--- src/rtl/maq_h_if.sv ---
// Hours-stage bus: minutes carry, tick qualifier and adjust controls in,
// BCD hour, AM/PM flag and day-rollover pulse out.
//   slave  : the hours stage (maq_h)
//   master : whatever drives it (minutes stage / panel / testbench)
interface maq_h_if;
  logic       maqh_enable;
  logic       maqh_incremento;
  logic       maqh_ajuste;
  logic       maqh_botao;
  logic [3:0] maqh_lsd;
  logic [1:0] maqh_msd;
  logic       maqh_pm;
  logic       maqh_incrementadia;

  modport slave (
    input  maqh_enable, maqh_incremento, maqh_ajuste, maqh_botao,
    output maqh_lsd, maqh_msd, maqh_pm, maqh_incrementadia
  );
  modport master (
    output maqh_enable, maqh_incremento, maqh_ajuste, maqh_botao,
    input  maqh_lsd, maqh_msd, maqh_pm, maqh_incrementadia
  );
endinterface

--- src/rtl/maq_h.sv ---
// maq_h - hours stage of the digital clock.
// Rising-edge detects the minutes carry level and advances a BCD hour
// (00..23, or 12,01..11 with AM/PM). A manual adjust path steps the hour
// on button edges. A one-cycle day pulse is emitted on carry-path rollover.
// Ports:
//   maqh_clock : system clock (rising edge)
//   maqh_reset : async active-low reset
//   bus        : maq_h_if.slave (enable, incremento, ajuste, botao in;
//                lsd, msd, pm, incrementadia out)
module maq_h #(
  parameter bit MODO_24H = 1'b1
) (
  input  logic     maqh_clock,
  input  logic     maqh_reset,
  maq_h_if.slave   bus
);

  logic       r_carry_prev, r_botao_prev, r_pending, r_pm, r_dia;
  logic [3:0] r_lsd;
  logic [1:0] r_msd;

  logic       w_edge_c, w_edge_b, w_pend_eff;
  logic [3:0] w_nlsd;
  logic [1:0] w_nmsd;
  logic       w_npm, w_roll;

  assign w_edge_c   = bus.maqh_incremento & ~r_carry_prev;
  assign w_edge_b   = bus.maqh_botao & ~r_botao_prev;
  assign w_pend_eff = r_pending | w_edge_c;

  // Next hour value; w_roll marks the step that ends the day.
  always_comb begin
    w_nlsd = r_lsd + 4'd1;
    w_nmsd = r_msd;
    w_npm  = r_pm;
    w_roll = 1'b0;
    if (MODO_24H) begin
      if (r_msd == 2'd2 && r_lsd == 4'd3) begin
        w_nlsd = 4'd0;
        w_nmsd = 2'd0;
        w_roll = 1'b1;
      end else if (r_lsd == 4'd9) begin
        w_nlsd = 4'd0;
        w_nmsd = r_msd + 2'd1;
      end
    end else begin
      if (r_msd == 2'd1 && r_lsd == 4'd2) begin
        w_nlsd = 4'd1;
        w_nmsd = 2'd0;
      end else if (r_msd == 2'd0 && r_lsd == 4'd9) begin
        w_nlsd = 4'd0;
        w_nmsd = 2'd1;
      end else if (r_msd == 2'd1 && r_lsd == 4'd1) begin
        // 11 -> 12 flips AM/PM; PM->AM is the day boundary
        w_nlsd = 4'd2;
        w_npm  = ~r_pm;
        w_roll = r_pm;
      end
    end
  end

  always_ff @(posedge maqh_clock or negedge maqh_reset) begin
    if (!maqh_reset) begin
      // Prev regs at 1 so a level already high at release is not an edge
      r_carry_prev <= 1'b1;
      r_botao_prev <= 1'b1;
      r_pending    <= 1'b0;
      r_dia        <= 1'b0;
      r_pm         <= 1'b0;
      r_lsd        <= MODO_24H ? 4'd0 : 4'd2;
      r_msd        <= MODO_24H ? 2'd0 : 2'd1;
    end else begin
      r_carry_prev <= bus.maqh_incremento;
      r_botao_prev <= bus.maqh_botao;
      r_dia        <= 1'b0;
      if (bus.maqh_ajuste) begin
        r_pending <= 1'b0;
        if (w_edge_b) begin
          r_lsd <= w_nlsd;
          r_msd <= w_nmsd;
          r_pm  <= w_npm;
        end
      end else if (w_pend_eff) begin
        if (bus.maqh_enable) begin
          r_lsd     <= w_nlsd;
          r_msd     <= w_nmsd;
          r_pm      <= w_npm;
          r_dia     <= w_roll;
          r_pending <= 1'b0;
        end else begin
          // Saturating: further edges while waiting are lost
          r_pending <= 1'b1;
        end
      end
    end
  end

  assign bus.maqh_lsd           = r_lsd;
  assign bus.maqh_msd           = r_msd;
  assign bus.maqh_pm            = MODO_24H ? 1'b0 : r_pm;
  assign bus.maqh_incrementadia = r_dia;

endmodule

--- src/flat_wrapper.sv ---
// flat-port wrapper written by rule: the top's interface ports become plain ports
module maq_h_flat 
#(
  parameter bit MODO_24H = 1'b1
)
  (maqh_clock, maqh_reset, bus_maqh_enable, bus_maqh_incremento, bus_maqh_ajuste, bus_maqh_botao, bus_maqh_lsd, bus_maqh_msd, bus_maqh_pm, bus_maqh_incrementadia);
  maq_h_if bus_i ();
  input  logic maqh_clock;
  input  logic maqh_reset;
  input wire logic [$bits(bus_i.maqh_enable)-1:0] bus_maqh_enable;
  input wire logic [$bits(bus_i.maqh_incremento)-1:0] bus_maqh_incremento;
  input wire logic [$bits(bus_i.maqh_ajuste)-1:0] bus_maqh_ajuste;
  input wire logic [$bits(bus_i.maqh_botao)-1:0] bus_maqh_botao;
  output wire logic [$bits(bus_i.maqh_lsd)-1:0] bus_maqh_lsd;
  output wire logic [$bits(bus_i.maqh_msd)-1:0] bus_maqh_msd;
  output wire logic [$bits(bus_i.maqh_pm)-1:0] bus_maqh_pm;
  output wire logic [$bits(bus_i.maqh_incrementadia)-1:0] bus_maqh_incrementadia;
  assign bus_i.maqh_enable = bus_maqh_enable;
  assign bus_i.maqh_incremento = bus_maqh_incremento;
  assign bus_i.maqh_ajuste = bus_maqh_ajuste;
  assign bus_i.maqh_botao = bus_maqh_botao;
  assign bus_maqh_lsd = bus_i.maqh_lsd;
  assign bus_maqh_msd = bus_i.maqh_msd;
  assign bus_maqh_pm = bus_i.maqh_pm;
  assign bus_maqh_incrementadia = bus_i.maqh_incrementadia;
  maq_h #(.MODO_24H(MODO_24H)) u_core (.maqh_clock(maqh_clock), .maqh_reset(maqh_reset), .bus(bus_i));
endmodule
--- config.mk ---
export PLATFORM = sky130hd
export DESIGN_NAME = maq_h_flat
export DESIGN_NICKNAME = d
export VERILOG_FILES = /design/src/rtl/maq_h_if.sv /design/src/rtl/maq_h.sv /design/src/flat_wrapper.sv
export SDC_FILE = /design/constraint.sdc
export NUM_CORES = 1
export LEC_CHECK = 0
export ABC_AREA = 1
export CAP_MARGIN = 20
export CORE_MARGIN = 3
export CORE_UTILIZATION = 30
export DETAILED_ROUTE_END_ITERATION = 8
export DONT_BUFFER_PORTS = 1
export GPL_TIMING_DRIVEN = 0
export MAX_ROUTING_LAYER = met4
export PLACE_DENSITY = 0.54
export SYNTH_ARGS = -nofsm -noshare
export SYNTH_HDL_FRONTEND = slang
export SYNTH_SLANG_ARGS = --single-unit
--- constraint.sdc ---
create_clock -name maqh_clock -period 1.6 [get_ports maqh_clock]
set_clock_uncertainty 0.2 [all_clocks]
set_input_delay 0.32 -clock maqh_clock [delete_from_list [all_inputs] [get_ports maqh_clock]]
set_output_delay 0.32 -clock maqh_clock [all_outputs]
set_load 0.005 [all_outputs]
==> key figures <==
Die
  – Initial Utilization: 32.4%
  – Chip height: 49.7 um
  – Die area: 2470 sq um
  – Site Rows: 15
  – Io pins: 14
  – Core ar.: 1760 sq um
  – Die width: 49.7 um

Critical path
  – CP dominant cell by count: nand2_1
  – Critical path's slowest cell: dfrtp_1
  – Reg2Reg Depth: 6
  – CP Max Fanout: 7
  – Worst setup EP type: register
  – R2R Setup Slk: 0.12 ns
  – CP max stage delay: 0.47 ns
  – Crit start category: register
  – WP buf/inv: 0
  – Reg2reg end: u_core.bus.maqh_lsd[2]
  – CP Class: reg2reg
  – FF-to-FF Start: u_core.bus.maqh_lsd[0]
  – CP Cell Sequence: ha_1, or2_1, nand3_1, nor2_1, nand2_1, nand2_1
  – Cell family with most CP delay: flip-flops
  – Worst Path Required: 1.56 ns
  – Arr. time, crit path: 1.43 ns

Global route
  – Largest net degree at the start of global routing: 11
  – Initial antenna violation count: 0
  – Total GRT Usage: 10.2%
  – First-pass GRT wire length: 1810 um
  – GR Overflow Total: 0
  – Vias in the first global route: 425

Detailed routing
  – ANT nets after route: 0
  – Starting DRT DRC Count: 10
  – Residual DRC: 0
  – Vias/cell: 4.41
  – Via count of the routed design: 472
  – Initial DRT Pass Iterations: 4
  – Wirelength per Cell: 9.83 um
  – Routed wire length: 1050 um

Flow run
  – Max-cap violations: 0

Logic synthesis
  – Avg Synthesized Cell Area: 7.83 sq um
  – Syn Std Cell Area: 572 sq um
  – Top-area cell type share of the netlist area: 35.0%
  – Post-synth net total: 81
  – Ranking of synthesized cells by area: dfrtp_1 (35%), nand2_1 (12%), nand3_1 (11%)
  – Post-synthesis sequential area ratio: 44.2%
  – Synthesis Warnings: 0
  – Synth area leader: dfrtp_1
  – Cells after synthesis: 73
  – #FFs+latches synth: 10
  – Synth cell types: 19

Min path
  – Hold Path Depth: 3
  – HP Start: bus_maqh_incremento
  – Worst Hold Class: in2reg
  – Worst Hold End: u_core.r_pending

Timing
  – Max Fclk: 677 MHz
  – Final setup fails: 0
  – Final Hold Viols: 0
  – Post-route minimum period: 1.48 ns
  – Tcrit/Tclk final: 92.3%
  – Final Max Slew Viols: 0
  – Fin Setup TNS: 0 ns
  – Final setup margin: 0.122 ns
  – RSZ-0062 raised after global routing: no

Power and ir drop
  – Leak: 0.349 nW
  – Clock group share of total power: 25.8%
  – Sw Ratio: 36.4%
  – P_sw: 315 uW
  – Part of the power in combinational logic: 27.0%
  – PwrDens: 1260 nW/um^2
  – Power Total: 865 uW
  – VDD IR-drop max: 0.000914 V
  – Internal: 550 uW
  – Sequential power share: 47.2%

Clock network
  – Clk slew on worst S/H paths: 0.06 ns
  – Worst skew pair latency: 0.26 ns
  – CTS tree: yes
  – Postcts setup bufs: 0
  – CTS root buffer: clkbuf_4
  – CTS Buf Count: 3
  – # hold bufs at CTS: 5
  – Resized Gates After CTS: 0
  – CTS sink cnt: 10
  – CTS Buffer Depth: 2
  – Htree depth: 1

Cells and area
  – Fillers: 196
  – Nets@finish: 91
  – N_diodes: 0
  – Area added between synthesis and finish: 20.6%
  – Multi-input logic area: 270 sq um
  – Most common cell after layout, fill and taps aside: nand2_1
  – Most frequent cells in the layout: nand2_1 (19), nand3_1 (12), inv_1 (10)
  – Total area of sequential cells: 253 sq um
  – Layout cell share with drive strength beyond 1: 19.5%
  – Finished Layout Cells: 107

Placement
  – GP Congestion: 0.697
  – Final HPWL DP: 779 um
  – DP Worst Slack: 0.122 ns
  – Port-buffer cells: 0
  – Placed instance count: 98

Status
  – Status: completed
## final cells by class
| cell class | count | area share, % |
|---|---|---|
| Multi-Input combinational cell | 51 | 39.2 |
| Sequential cell | 10 | 36.7 |
| Inverter | 11 | 5.99 |
| Tap cell | 25 | 4.54 |
| Buffer | 1 | 1.09 |
| Clock buffer | 4 | 5.26 |
| Timing Repair Buffer | 5 | 7.26 |
## synth_stat cells
cell and instances:
conb_1 1, nand2_1 19, nand2_2 3, nor2_2 2, nand4_1 1, dfrtp_1 8
nand3_2 1, ha_1 2, inv_2 1, nand3_1 12, nor3b_1 1, nand2_4 1
inv_1 10, nor2_1 5, buf_4 1, nand3b_1 1, dfstp_2 2, nor2_4 1
or2_1 1
## how the worst max path moves through the flow
| stage | cells after the start | slack, ns | to | start |
|---|---|---|---|---|
| global placement | 6 | 0.13 | u_core.bus.maqh_lsd[2] | u_core.bus.maqh_lsd[0] |
| CTS | 6 | 0.12 | u_core.bus.maqh_lsd[2] | u_core.bus.maqh_lsd[0] |
| finish | 6 | 0.12 | u_core.bus.maqh_lsd[2] | u_core.bus.maqh_lsd[0] |
| detailed placement | 6 | 0.12 | u_core.bus.maqh_msd[0] | u_core.bus.maqh_lsd[0] |
| floorplan | 6 | 0.22 | u_core.bus.maqh_lsd[2] | u_core.bus.maqh_lsd[0] |
| global route | 6 | 0.01 | u_core.bus.maqh_msd[0] | u_core.bus.maqh_lsd[0] |
## flip-flops by register name, summed over array words and instances (netlist names)
| signal | count |
|---|---|
| u_core.bus.maqh_incrementadia | 1 |
| u_core.bus.maqh_lsd | 4 |
| u_core.bus.maqh_msd | 2 |
| u_core.r_botao_prev | 1 |
| u_core.r_carry_prev | 1 |
| u_core.r_pending | 1 |
## metal layers
layer	GRT usage [%]	wire, um	vias up
met1	12.3	461	213
li1	-	-	241
met2	13.7	478	16
met5	-	0	-
met4	4.15	17	0
met3	6.04	96	2
## tightest hold or removal path: cells and delay by family
| kind | cells | cell delay, ns |
|---|---|---|
| and+or+nand+nor | 3 | 0.22 |
## kinds of logic (layout without fill, tap and decap cells)
kind of cell / Yosys count / count (layout) / share of synthesized area, %
AND/OR/NAND/NOR: 48 / 48 / 42.2
buffers and inverters: 12 / 21 / 8.53
flip-flops: 10 / 10 / 44.2
adder cells (fa/ha/maj): 2 / 2 / 4.38
other: 1 / 1 / 0.656
## power groups by stage
stage | Clock, mW | Sequential [mW] | Combinational, mW
after floorplan | 0 | 0.387 | 0.197
after global placement | 0 | 0.415 | 0.219
after detailed placement | 0 | 0.419 | 0.221
after CTS | 0.230 | 0.413 | 0.238
after global routing | 0.237 | 0.428 | 0.277
final | 0.223 | 0.408 | 0.234
## stage by stage
stage	hold WS (ns)	area [sq um]	util [%]
6_report	0.113	689	39.1
5_1_grt	0.144	689	39.1
4_1_cts	0.109	689	39.1
3_5_place_dp	-0.175	603	34.2
3_3_place_gp	-0.175	603	34.2
2_1_floorplan	-0.176	572	-
(Power assumes the default switching activity.)
